`config.mk`:
```
export PLATFORM = sky130hd
export DESIGN_NAME = asic_ram_transmit
export DESIGN_NICKNAME = d
export VERILOG_FILES = /design/src/rtl/asic_ram_transmit.sv
export SDC_FILE = /design/constraint.sdc
export NUM_CORES = 1
export LEC_CHECK = 0
export ABC_AREA = 1
export CAP_MARGIN = 20
export CELL_PAD_IN_SITES_DETAIL_PLACEMENT = 1
export CELL_PAD_IN_SITES_GLOBAL_PLACEMENT = 2
export CORE_MARGIN = 2
export CORE_UTILIZATION = 30
export CTS_CLUSTER_SIZE = 12
export DETAILED_ROUTE_END_ITERATION = 16
export PLACE_DENSITY_LB_ADDON = 0.1
export REMOVE_ABC_BUFFERS = 1
export SYNTH_ARGS = -nofsm -noshare
export SYNTH_HDL_FRONTEND = slang
export SYNTH_SLANG_ARGS = --single-unit
```
`constraint.sdc`:
```
create_clock -name Clk -period 2.8 [get_ports Clk]
set_input_delay 0.56 -clock Clk [delete_from_list [all_inputs] [get_ports Clk]]
set_output_delay 0.56 -clock Clk [all_outputs]
set_load 0.01 [all_outputs]
```
`src/rtl/asic_ram_transmit.sv`:
```
`default_nettype none
// ============================================================================
// Module      : asic_ram_transmit
// Description : Serialises 16-bit FIFO words MSB first onto the single-bit
//               ASIC RAM readout line, framed by an active-low TransmitOn
//               envelope. Words are prefetched so consecutive words leave the
//               line with no gap. Used as an ASIC emulator for loopback into
//               the DIF readout receiver.
// Revision    : 1.0 - initial release
// ============================================================================
module asic_ram_transmit #(
  parameter int WORD_COUNT_WIDTH = 12,
  parameter int INVERT_DATA      = 1
) (
  input  logic                        Clk,
  input  logic                        reset,
  input  logic                        Start,
  input  logic [WORD_COUNT_WIDTH-1:0] FrameWords,
  input  logic [15:0]                 FifoData,
  input  logic                        FifoEmpty,
  output logic                        FifoReadEn,
  output logic                        AsicDout,
  output logic                        TransmitOn,
  output logic                        Busy,
  output logic                        TransmitDone,
  output logic                        Underrun,
  output logic [WORD_COUNT_WIDTH-1:0] WordsSent
);

  // Line polarity: the receiver re-inverts, so by default the line carries ~bit.
  localparam logic                        c_INV  = (INVERT_DATA != 0);
  localparam logic [WORD_COUNT_WIDTH-1:0] c_ZERO = '0;
  localparam logic [WORD_COUNT_WIDTH-1:0] c_ONE  = {{(WORD_COUNT_WIDTH-1){1'b0}}, 1'b1};

  // Bit positions inside a word that drive the prefetch pipeline.
  localparam logic [3:0] c_BIT_PREFETCH = 4'd12;  // decide; strobe is high during bit 13
  localparam logic [3:0] c_BIT_CAPTURE  = 4'd14;  // FIFO data valid, latch into next word
  localparam logic [3:0] c_BIT_LAST     = 4'd15;  // word boundary

  typedef enum logic [2:0] {
    S_IDLE  = 3'd0,
    S_FETCH = 3'd1,
    S_LOAD  = 3'd2,
    S_SHIFT = 3'd3,
    S_DONE  = 3'd4
  } state_t;

  state_t                        r_state;
  logic [15:0]                   r_shift;
  logic [15:0]                   r_nextWord;
  logic [3:0]                    r_bitCnt;
  logic [WORD_COUNT_WIDTH-1:0]   r_wordsLeft;   // includes the word currently on the line
  logic                          r_haveNext;    // a prefetched word will follow this one
  logic                          w_moreWords;

  // More words are owed after the one currently being shifted.
  assign w_moreWords = (r_wordsLeft > c_ONE);

  // Frame sequencer: state, shift datapath and all registered outputs.
  always_ff @(posedge Clk) begin
    if (reset) begin
      r_state      <= S_IDLE;
      r_shift      <= 16'h0000;
      r_nextWord   <= 16'h0000;
      r_bitCnt     <= 4'd0;
      r_wordsLeft  <= c_ZERO;
      r_haveNext   <= 1'b0;
      FifoReadEn   <= 1'b0;
      AsicDout     <= 1'b1;
      TransmitOn   <= 1'b1;
      Busy         <= 1'b0;
      TransmitDone <= 1'b0;
      Underrun     <= 1'b0;
      WordsSent    <= c_ZERO;
    end else begin
      // Strobes default low; each state raises them for exactly one cycle.
      FifoReadEn   <= 1'b0;
      TransmitDone <= 1'b0;

      case (r_state)
        S_IDLE: begin
          if (Start) begin
            Busy        <= 1'b1;
            Underrun    <= 1'b0;
            WordsSent   <= c_ZERO;
            r_wordsLeft <= FrameWords;
            r_bitCnt    <= 4'd0;
            r_haveNext  <= 1'b0;
            if (FrameWords == c_ZERO) begin
              r_state      <= S_DONE;
              TransmitDone <= 1'b1;
            end else if (FifoEmpty) begin
              r_state      <= S_DONE;
              TransmitDone <= 1'b1;
              Underrun     <= 1'b1;
            end else begin
              r_state    <= S_FETCH;
              FifoReadEn <= 1'b1;
            end
          end
        end

        // Read strobe is on the wire this cycle; data arrives next cycle.
        S_FETCH: begin
          r_state <= S_LOAD;
        end

        // First word: present its MSB on the line together with the envelope.
        S_LOAD: begin
          r_shift    <= FifoData;
          r_bitCnt   <= 4'd0;
          AsicDout   <= c_INV ^ FifoData[15];
          TransmitOn <= 1'b0;
          r_state    <= S_SHIFT;
        end

        S_SHIFT: begin
          r_bitCnt <= r_bitCnt + 4'd1;

          // Prefetch decision is latched once; later FifoEmpty changes are ignored.
          if (r_bitCnt == c_BIT_PREFETCH) begin
            r_haveNext <= w_moreWords && !FifoEmpty;
            FifoReadEn <= w_moreWords && !FifoEmpty;
          end

          if ((r_bitCnt == c_BIT_CAPTURE) && r_haveNext) begin
            r_nextWord <= FifoData;
          end

          if (r_bitCnt == c_BIT_LAST) begin
            WordsSent   <= WordsSent + c_ONE;
            r_wordsLeft <= r_wordsLeft - c_ONE;
            if (r_haveNext) begin
              r_shift    <= r_nextWord;
              AsicDout   <= c_INV ^ r_nextWord[15];
              r_haveNext <= 1'b0;
            end else begin
              // Either the last word or the FIFO ran dry: close the frame.
              r_state      <= S_DONE;
              TransmitOn   <= 1'b1;
              AsicDout     <= 1'b1;
              TransmitDone <= 1'b1;
              Underrun     <= w_moreWords;
            end
          end else begin
            r_shift  <= {r_shift[14:0], 1'b0};
            AsicDout <= c_INV ^ r_shift[14];
          end
        end

        S_DONE: begin
          r_state <= S_IDLE;
          Busy    <= 1'b0;
        end

        default: begin
          r_state <= S_IDLE;
        end
      endcase
    end
  end

endmodule
`default_nettype wire

```
# Word-level counts from Yosys, hierarchy flattened
# Index checks and enable logic that the tools add are counted.
[word_totals]
word_cells = 95
regBits = 69
output_inout_bits = 18
[op_classes]
n_mux = 46
bitwise = 3
reduce_logical = 18
n_eq_ne = 11
order_cmp = 1
n_addsub = 3
[ops]
columns = ["op", "count"]
rows = [
  ["$mux W12", 4],
  ["$pmux W12 S2", 2],
  ["$mux W15", 2],
  ["$pmux W15 S2", 1],
  ["$mux W1", 22],
  ["$mux W3", 5],
  ["$pmux W1 S2", 7],
  ["$add A12 B1 Y12 const B", 1],
  ["$eq A4 B4 Y1 const B", 3],
  ["$gt A12 B1 Y1 const B", 1],
  ["$logic_not A12 Y1", 1],
  ["$pmux W3 S4", 1],
  ["$pmux W4 S3", 1],
  ["$sub A12 B1 Y12 const B", 1],
  ["$reduce_and A2 Y1", 5],
  ["$reduce_and A3 Y1", 3],
  ["$eq A3 B2 Y1 const B", 2],
  ["$ne A2 B2 Y1 const B", 3],
  ["$reduce_bool A2 Y1", 3],
  ["$add A4 B1 Y4 const B", 1],
  ["$mux W4", 1],
  ["$reduce_and A4 Y1", 1],
  ["$eq A3 B1 Y1 const B", 1],
  ["$eq A3 B3 Y1 const B", 1],
  ["6 further kinds", 9],
]

# Logic depth before layout (Yosys ltp)
# Gate-level depths: netlist of run 1.
[logic_depth]
ltp_word = 6
mapped_depth = 10
ltp_nobuf = 10

# Worst setup path before layout of run 1
# Ideal clock, no wire load.
[synth_timing]
path_type = "flip-flop to flip-flop"
startpoint = "register r_bitCnt[0]"
endpoint = "register Underrun"
required_ns = 2.690
period_less_slack_ns = 1.444
path_slack_ns = 1.356
setup_ns = 0.110
n_path_buf = 0
stages_incl_launch_ff = 10
arrival_time_ns = 1.333
path_cell_list = "dfxtp_1 > ha_1 > inv_1 > nor2_1 > nand2_1 > nor2_1 > nor2_1 > nand3b_1 > nand3_1 > inv_1"
[synth_between]
elab_chain_cells = 3
[synth_lines]
columns = ["element", "line_no", "source"]
rows = [
  ["from (decl)", "51", "logic [3:0] r_bitCnt;"],
  ["from (signal assigned)", "118", "r_bitCnt <= r_bitCnt + 4'd1;"],
  ["$eq A4 B4 Y1", "130", "if (r_bitCnt == c_BIT_LAST) begin"],
  ["$ne A2 B2 Y1 (no source line)", "--", ""],
  ["$reduce_and A4 Y1 (no source line)", "--", ""],
  ["to (signal assigned)", "143", "Underrun <= w_moreWords;"],
  ["to (decl)", "26", "output logic Underrun,"],
]
# Every way passes these cells.
# A chain may end at the register's enable or synchronous reset.

# Worst setup path after layout of run 1
[layout_timing]
startpoint = "register r_state[1]"
endpoint = "register r_shift[13]"
[layout_between]
elab_chain_cells = 3
word_cells_on_any_way = 6
[layout_lines]
columns = ["element", "line_no", "source"]
rows = [
  ["from (decl)", "48", "state_t r_state;"],
  ["from (signal assigned)", "62", "r_state <= S_IDLE;"],
  ["from (signal assigned)", "90", "r_state <= S_DONE;"],
  ["from (signal assigned)", "93", "r_state <= S_DONE;"],
  ["$eq A3 B2 Y1", "80", "case (r_state)"],
  ["$ne A3 B3 Y1 (no source line) or $reduce_bool A2 Y1 (tied branches)", "--", ""],
  ["$reduce_and A2 Y1 (no source line)", "--", ""],
  ["to (signal assigned)", "110", "r_shift <= FifoData;"],
  ["to (signal assigned)", "134", "r_shift <= r_nextWord;"],
  ["to (signal assigned)", "146", "r_shift <= {r_shift[14:0], 1'b0};"],
  ["to (decl)", "49", "logic [15:0] r_shift;"],
]
# Several ways; a longest one is shown, not always the timed one.

==> impl_metrics.csv, run 1 <==
group,metric,value,unit
grt,antenna_found_initial,0,
final_layout,diodes,0,
status,outcome,"finished, final reports clean",
hold_path,hold_path.class,"reg -> reg",
detailed_routing,vias,3520,
sta,fmax,495,MHz
power_and_ir_drop,p_sw,0.781,mW
power_and_ir_drop,powerDensity,608,nW/um^2
detailed_routing,drc,0,
floorplan,start_util,30.8,%
final_layout,nNetsFinal,613,
grt,grt_use_total,17.7,%
power_and_ir_drop,combPwrFrac,18.2,%
sta,worst_pin_slew,655,ps
setup_path,cp_max_fo,16,
detailed_routing,wire_per_inst,14.6,um
setup_path,endpoint_kind,"flop",
cts,clkLatencyLatePin,330,ps
cts,cts_tree,"built",
sta,maxSlewViolCount,0,
placed_design,dpl.hpwl,7370,um
power_and_ir_drop,p_leak,1.77,nW
synthesis,ys_types,30,
sta,fin_setup_tns,0,ps
final_layout,drive_gt1_share,6.74,%
power_and_ir_drop,seqPwrFrac,41.2,%
synthesis,avgSynthCellArea,6.65,um^2
floorplan,die_w,112,um
placed_design,portBuffers,49,
synthesis,synth_async_sr_flop_share,0,%
synthesis,seq_area_frac_synth,39.1,%
cts,root_buffer,"clkbuf_16",
sta,slew_headroom,56.3,%
setup_path,crit_arrival,2290,ps
synthesis,netlist_top_cells_area,"dfxtp_1, nand2_1, a21oi_1",
sta,clock_skew,5.60,ps
synthesis,synthTopCellsByCount,"nand2_1, dfxtp_1, nor2_1",
cts,clk_pin_slew,60,ps
sta,rsz0062_at_grt,"no",
sta,post-route-min-period,2020,ps
power_and_ir_drop,pwr-share-clk,40.6,%
setup_path,crit_type,"reg -> reg",
cts,cts_hold_buffers,0,
setup_path,start_kind,"flop",
setup_path,required,3070,ps
detailed_routing,ant_nets,0,
sta,fin_crit_sh,72.1,%
setup_path,rrSetupSlack,780,ps
detailed_routing,drtIter0Drc,187,
synthesis,ys_warn_count,0,
floorplan,ioPinCount,50,
floorplan,fp-row-count,39,
grt,grt_overflow,0,
placed_design,place_congestion,0.754,
synthesis,synth_flop_cell,"dfxtp_1",
run,max_cap_violations,0,
detailed_routing,wl,10500,um
power_and_ir_drop,ir_worst_vdd,389,uV
grt,grt_first_pass_wirelength,18000,um
cts,ctsResizeCount,0,
power_and_ir_drop,swShare,29.0,%
synthesis,ys_seq_elements,69,
synthesis,synth_top_cell_area_share,39.1,%
grt,grt_pass1_vias,3687,
sta,setup_viol,0,
final_layout,syn_to_final_growth,25.1,%
synthesis,syn_inst,531,
cts,cts_sinks,69,
synthesis,syn_area,3530,um^2
synthesis,yosysMostFrequentCell,"nand2_1",
cts,cts_buffers,9,
cts,postCtsSetupBuffers,0,
synthesis,synth_edf_count,0,
cts,h-tree-depth,3,
detailed_routing,viasPerCell,4.88,
floorplan,dieArea,12700,um^2
power_and_ir_drop,p_int,1.91,mW
floorplan,dieHeight,112,um
floorplan,core_area,11500,um^2
synthesis,post-synth-top-area-cell,"dfxtp_1",
detailed_routing,firstDrtPassIters,4,
sta,finalHoldViolations,0,
grt,grt_max_degree,34,
final_layout,final_core_util,38.5,%
cts,ctsLongestPathBuffers,2,
power by group through the flow:
stage | registers, mW | clock network [mW] | logic (mW)
2_1_floorplan | 1.12 | 0 | 0.311
3_3_place_gp | 1.12 | 0 | 0.484
3_5_place_dp | 1.13 | 0 | 0.497
4_1_cts | 1.11 | 1.13 | 0.500
5_1_grt | 1.12 | 1.17 | 0.563
6_report | 1.11 | 1.09 | 0.489
registers in the layout, summed over array words and instances, names as in the netlist, 3 cells and up:
name and count:
r_wordsLeft 12, r_state 3, r_nextWord 16, WordsSent 12, r_bitCnt 4, r_shift 15
cell usage in the layout (no fill, tap or decap), types with 4 or more instances in the layout:
cell type	count
nand2_1	117
dfxtp_1	69
nor2_1	68
a21oi_1	59
inv_1	54
clkdlybuf4s50_1	49
o21ai_1	40
o21ai_0	23
nand3_1	22
nor3_1	11
clkbuf_16	9
nand4_1	7
ha_1	6
nand2_2	5
inv_2	5
o211ai_1	5
buf_4	4
through the flow:
stage | power (mW) | hold slack, ps | worst slack, ps | cell area (um^2) | std cells
detailed placement | 1.62 | 458 | 596 | 4140 | 707
floorplan | 1.43 | 437 | 365 | 3420 | 510
CTS | 2.73 | 468 | 705 | 4420 | 722
finish | 2.69 | 463 | 780 | 4420 | 722
global placement | 1.61 | 446 | 714 | 4140 | 707
global route | 2.85 | 480 | 500 | 4420 | 722
worst paths after layout:
| kind | depth (start not counted) | startpoint | endpoint |
|---|---|---|---|
| setup / recovery | 6 | r_state[1]$_SDFFE_PP0P_ | r_shift[13]$_SDFFE_PP0P_ |
| hold / removal | 2 | TransmitOn$_SDFFE_PP1P_ | TransmitOn$_SDFFE_PP1P_ |
| setup reg to reg | 6 | r_state[1]$_SDFFE_PP0P_ | r_shift[13]$_SDFFE_PP0P_ |
| hold reg to reg | 2 | TransmitOn$_SDFFE_PP1P_ | TransmitOn$_SDFFE_PP1P_ |
final cells by class:
cell class | count | area, um^2
clock buffer | 14 | 274
clock inverter | 1 | 5.00
fill | 1490 | 7050
inverter | 59 | 221
multi-input combinational | 382 | 1820
sequential | 69 | 1380
tap | 143 | 179
timing repair buffer | 54 | 541
critical path: stages, from the launching register on:
cell	delay, ps
dfxtp_1	460
nand3_2	400
nor2_2	670
nand2_1	110
o21ai_1	110
a21oi_1	60
a21oi_2	120
kinds of logic after synthesis:
kind of cell,Yosys count,synth area share (%)
DFF,69,39.1
buffers and inverters,80,9.43
adders and majority gates,6,2.13
and+or+nand+nor,241,29.2
AOI/OAI and AO/OA,135,20.1
metal layers:
layer | GRT usage [%] | wire length, um | up-vias
li1 | - | - | 1811
met1 | 22.1 | 4960 | 1660
met2 | 30.6 | 5150 | 40
met3 | 4.27 | 303 | 9
met4 | 4.72 | 110 | 0
met5 | 0 | 0 | -
(Power assumes the default switching activity.)
==> run 2: changes to the inputs <==
- CORE_UTILIZATION: 30 -> 27
- clock period: 2.8 -> 1.85 ns (I/O delays scaled with it)
==> impl_metrics.csv, run 2 (synthesized netlist as in run 1, its figures left out) <==
group,metric,value,unit
status,outcome,"finished, final reports clean",
placed_design,dpl.hpwl,7520,um
final_layout,final_common_cell,"nand2_1",
cts,cts_buffers,9,
sta,fin_crit_sh,93.0,%
final_layout,nFillCells,1614,
cts,cts_hold_buffers,0,
sta,fmax,581,MHz
power_and_ir_drop,pwr-share-clk,43.3,%
setup_path,startpoint,"r_bitCnt[1]$_SDFFE_PP0P_",
setup_path,rrSetupSlack,130,ps
power_and_ir_drop,powerDensity,934,nW/um^2
sta,hold_ws,461,ps
final_layout,diodes,0,
grt,grt_use_met2,26.6,%
floorplan,die_w,118,um
setup_path,required,2080,ps
sta,worst_pin_slew,409,ps
floorplan,start_util,27.9,%
setup_path,start_kind,"flop",
grt,antenna_found_initial,0,
hold_path,hold_path.class,"reg -> reg",
setup_path,worstReg2RegStart,"r_bitCnt[1]$_SDFFE_PP0P_",
sta,finalHoldViolations,0,
detailed_routing,wl,10600,um
power_and_ir_drop,p_sw,1.18,mW
power_and_ir_drop,ir_worst_vdd,442,uV
floorplan,fp-row-count,41,
sta,clock_skew,4.80,ps
setup_path,reg2reg_to,"Underrun$_SDFFE_PP0P_",
cts,ctsLongestPathBuffers,2,
final_layout,largest-register,"r_nextWord",
detailed_routing,drc,0,
setup_path,r2r_cells,9,
cts,cts_tree,"built",
final_layout,final_core_util,36.2,%
grt,met3_usage,2.75,%
final_layout,reg_top3,"r_nextWord (16), r_shift (15)",
sta,setup_viol,0,
setup_path,crit_arrival,1960,ps
cts,root_buffer,"clkbuf_16",
grt,grt_first_pass_wirelength,17800,um
run,max_cap_violations,0,
sta,maxSlewViolCount,0,
power_and_ir_drop,seqPwrFrac,39.0,%
cts,cts_sinks,69,
power_and_ir_drop,combPwrFrac,17.7,%
placed_design,portBuffers,49,
floorplan,ioPinCount,50,
power_and_ir_drop,swShare,27.6,%
power_and_ir_drop,p_leak,1.84,nW
final_layout,largest_reg_flops,16,
grt,grt_overflow,0,
detailed_routing,viasPerCell,4.65,
grt,use_met1,20.2,%
power_and_ir_drop,p_int,3.11,mW
final_layout,final_cell_mix,"nand2_1, dfxtp_1, nor2_1",
cts,ctsResizeCount,0,
placed_design,place_congestion,0.787,
detailed_routing,drtIter0Drc,132,
grt,grt_use_total,16.0,%
final_layout,syn_to_final_growth,30.0,%
setup_path,cp-endpoint,"Underrun$_SDFFE_PP0P_",
cts,h-tree-depth,3,
sta,slew_headroom,72.7,%
final_layout,drive_gt1_share,8.50,%
cts,postCtsSetupBuffers,0,
power_and_ir_drop,power,4.29,mW
floorplan,dieHeight,118,um
sta,post-route-min-period,1720,ps
setup_path,cp_max_fo,3,
setup_path,crit_type,"reg -> reg",
final_layout,nNetsFinal,622,
detailed_routing,ant_nets,0,
detailed_routing,vias,3534,
cts,clk_pin_slew,60,ps
grt,grt_busiest_layer,"met2",
grt,grt_pass1_vias,3657,
detailed_routing,firstDrtPassIters,4,
setup_path,endpoint_kind,"flop",
floorplan,dieArea,14000,um^2
grt,grt_max_degree,34,
detailed_routing,wire_per_inst,13.9,um
cts,clkLatencyLatePin,340,ps
floorplan,core_area,12700,um^2
## run 2: changes by cell type in the layout (fill, tap and decap cells not counted), moves of 2 or more
cell       delta
buf_12        +2
clkbuf_8      -2
buf_4         +7
bufinv_16     +2
## run 2: critical path: stages, from the launching register on
cell and delay, ps:
dfxtp_1 360, ha_1 210, inv_1 70, nor2_2 220, nand2_1 170, nor2_1 230
nor2_1 90, nand3b_1 160, nand3_1 80, inv_1 40
## run 2: routing by layer
layer | vias up | part of all wire (%)
li1 | 1839 | -
met1 | 1641 | 48
met2 | 38 | 47
met3 | 16 | 2.4
met4 | 0 | 2.0
met5 | - | 0
## run 2: power by group through the flow
stage / clock network, mW / registers, mW / logic, mW
after floorplan: 0 / 1.69 / 0.471
after global placement: 0 / 1.71 / 0.762
after detailed placement: 0 / 1.70 / 0.774
after CTS: 1.93 / 1.67 / 0.778
after global routing: 1.98 / 1.69 / 0.884
final: 1.86 / 1.67 / 0.761
## run 2: final cells by class
class                      instances  area [um^2]  share of cell area, %
timing repair buffer              63          633                   13.8
tap                              172          215                   4.69
sequential                        69         1380                   30.1
clock buffer                      11          243                   5.29
clock inverter                     4         72.6                   1.58
multi-input combinational        382         1820                   39.7
inverter                          59          223                   4.85
## run 2: metrics by stage
step	std cells	instance area (um^2)	worst slack, ps	setup TNS [ps]
floorplan	510	3420	-585	-9380
global placement	745	4270	-1.34	-1.71
detailed placement	745	4270	4.12	0
CTS	760	4580	21.6	0
global route	760	4590	-19.4	-19.4
finish	760	4590	129	0
## run 2: worst min-delay path by stage
stage                           startpoint                     endpoint  slack (ps)  depth (start not counted)
6_report                 Busy$_SDFFE_PP0P_            Busy$_SDFFE_PP0P_         460                          2
3_3_place_gp       TransmitOn$_SDFFE_PP1P_      TransmitOn$_SDFFE_PP1P_         450                          2
5_1_grt                  Busy$_SDFFE_PP0P_            Busy$_SDFFE_PP0P_         490                          2
2_1_floorplan  r_wordsLeft[6]$_SDFFE_PP0P_  r_wordsLeft[6]$_SDFFE_PP0P_         440                          2
3_5_place_dp             Busy$_SDFFE_PP0P_            Busy$_SDFFE_PP0P_         460                          2
4_1_cts                  Busy$_SDFFE_PP0P_            Busy$_SDFFE_PP0P_         470                          2
==> run 3: changes to the inputs <==
- SKIP_CTS_REPAIR_TIMING: not set -> 1
==> results of run 3 <==
Same layout as run 2: the final DEF is identical, and so are final timing and power.
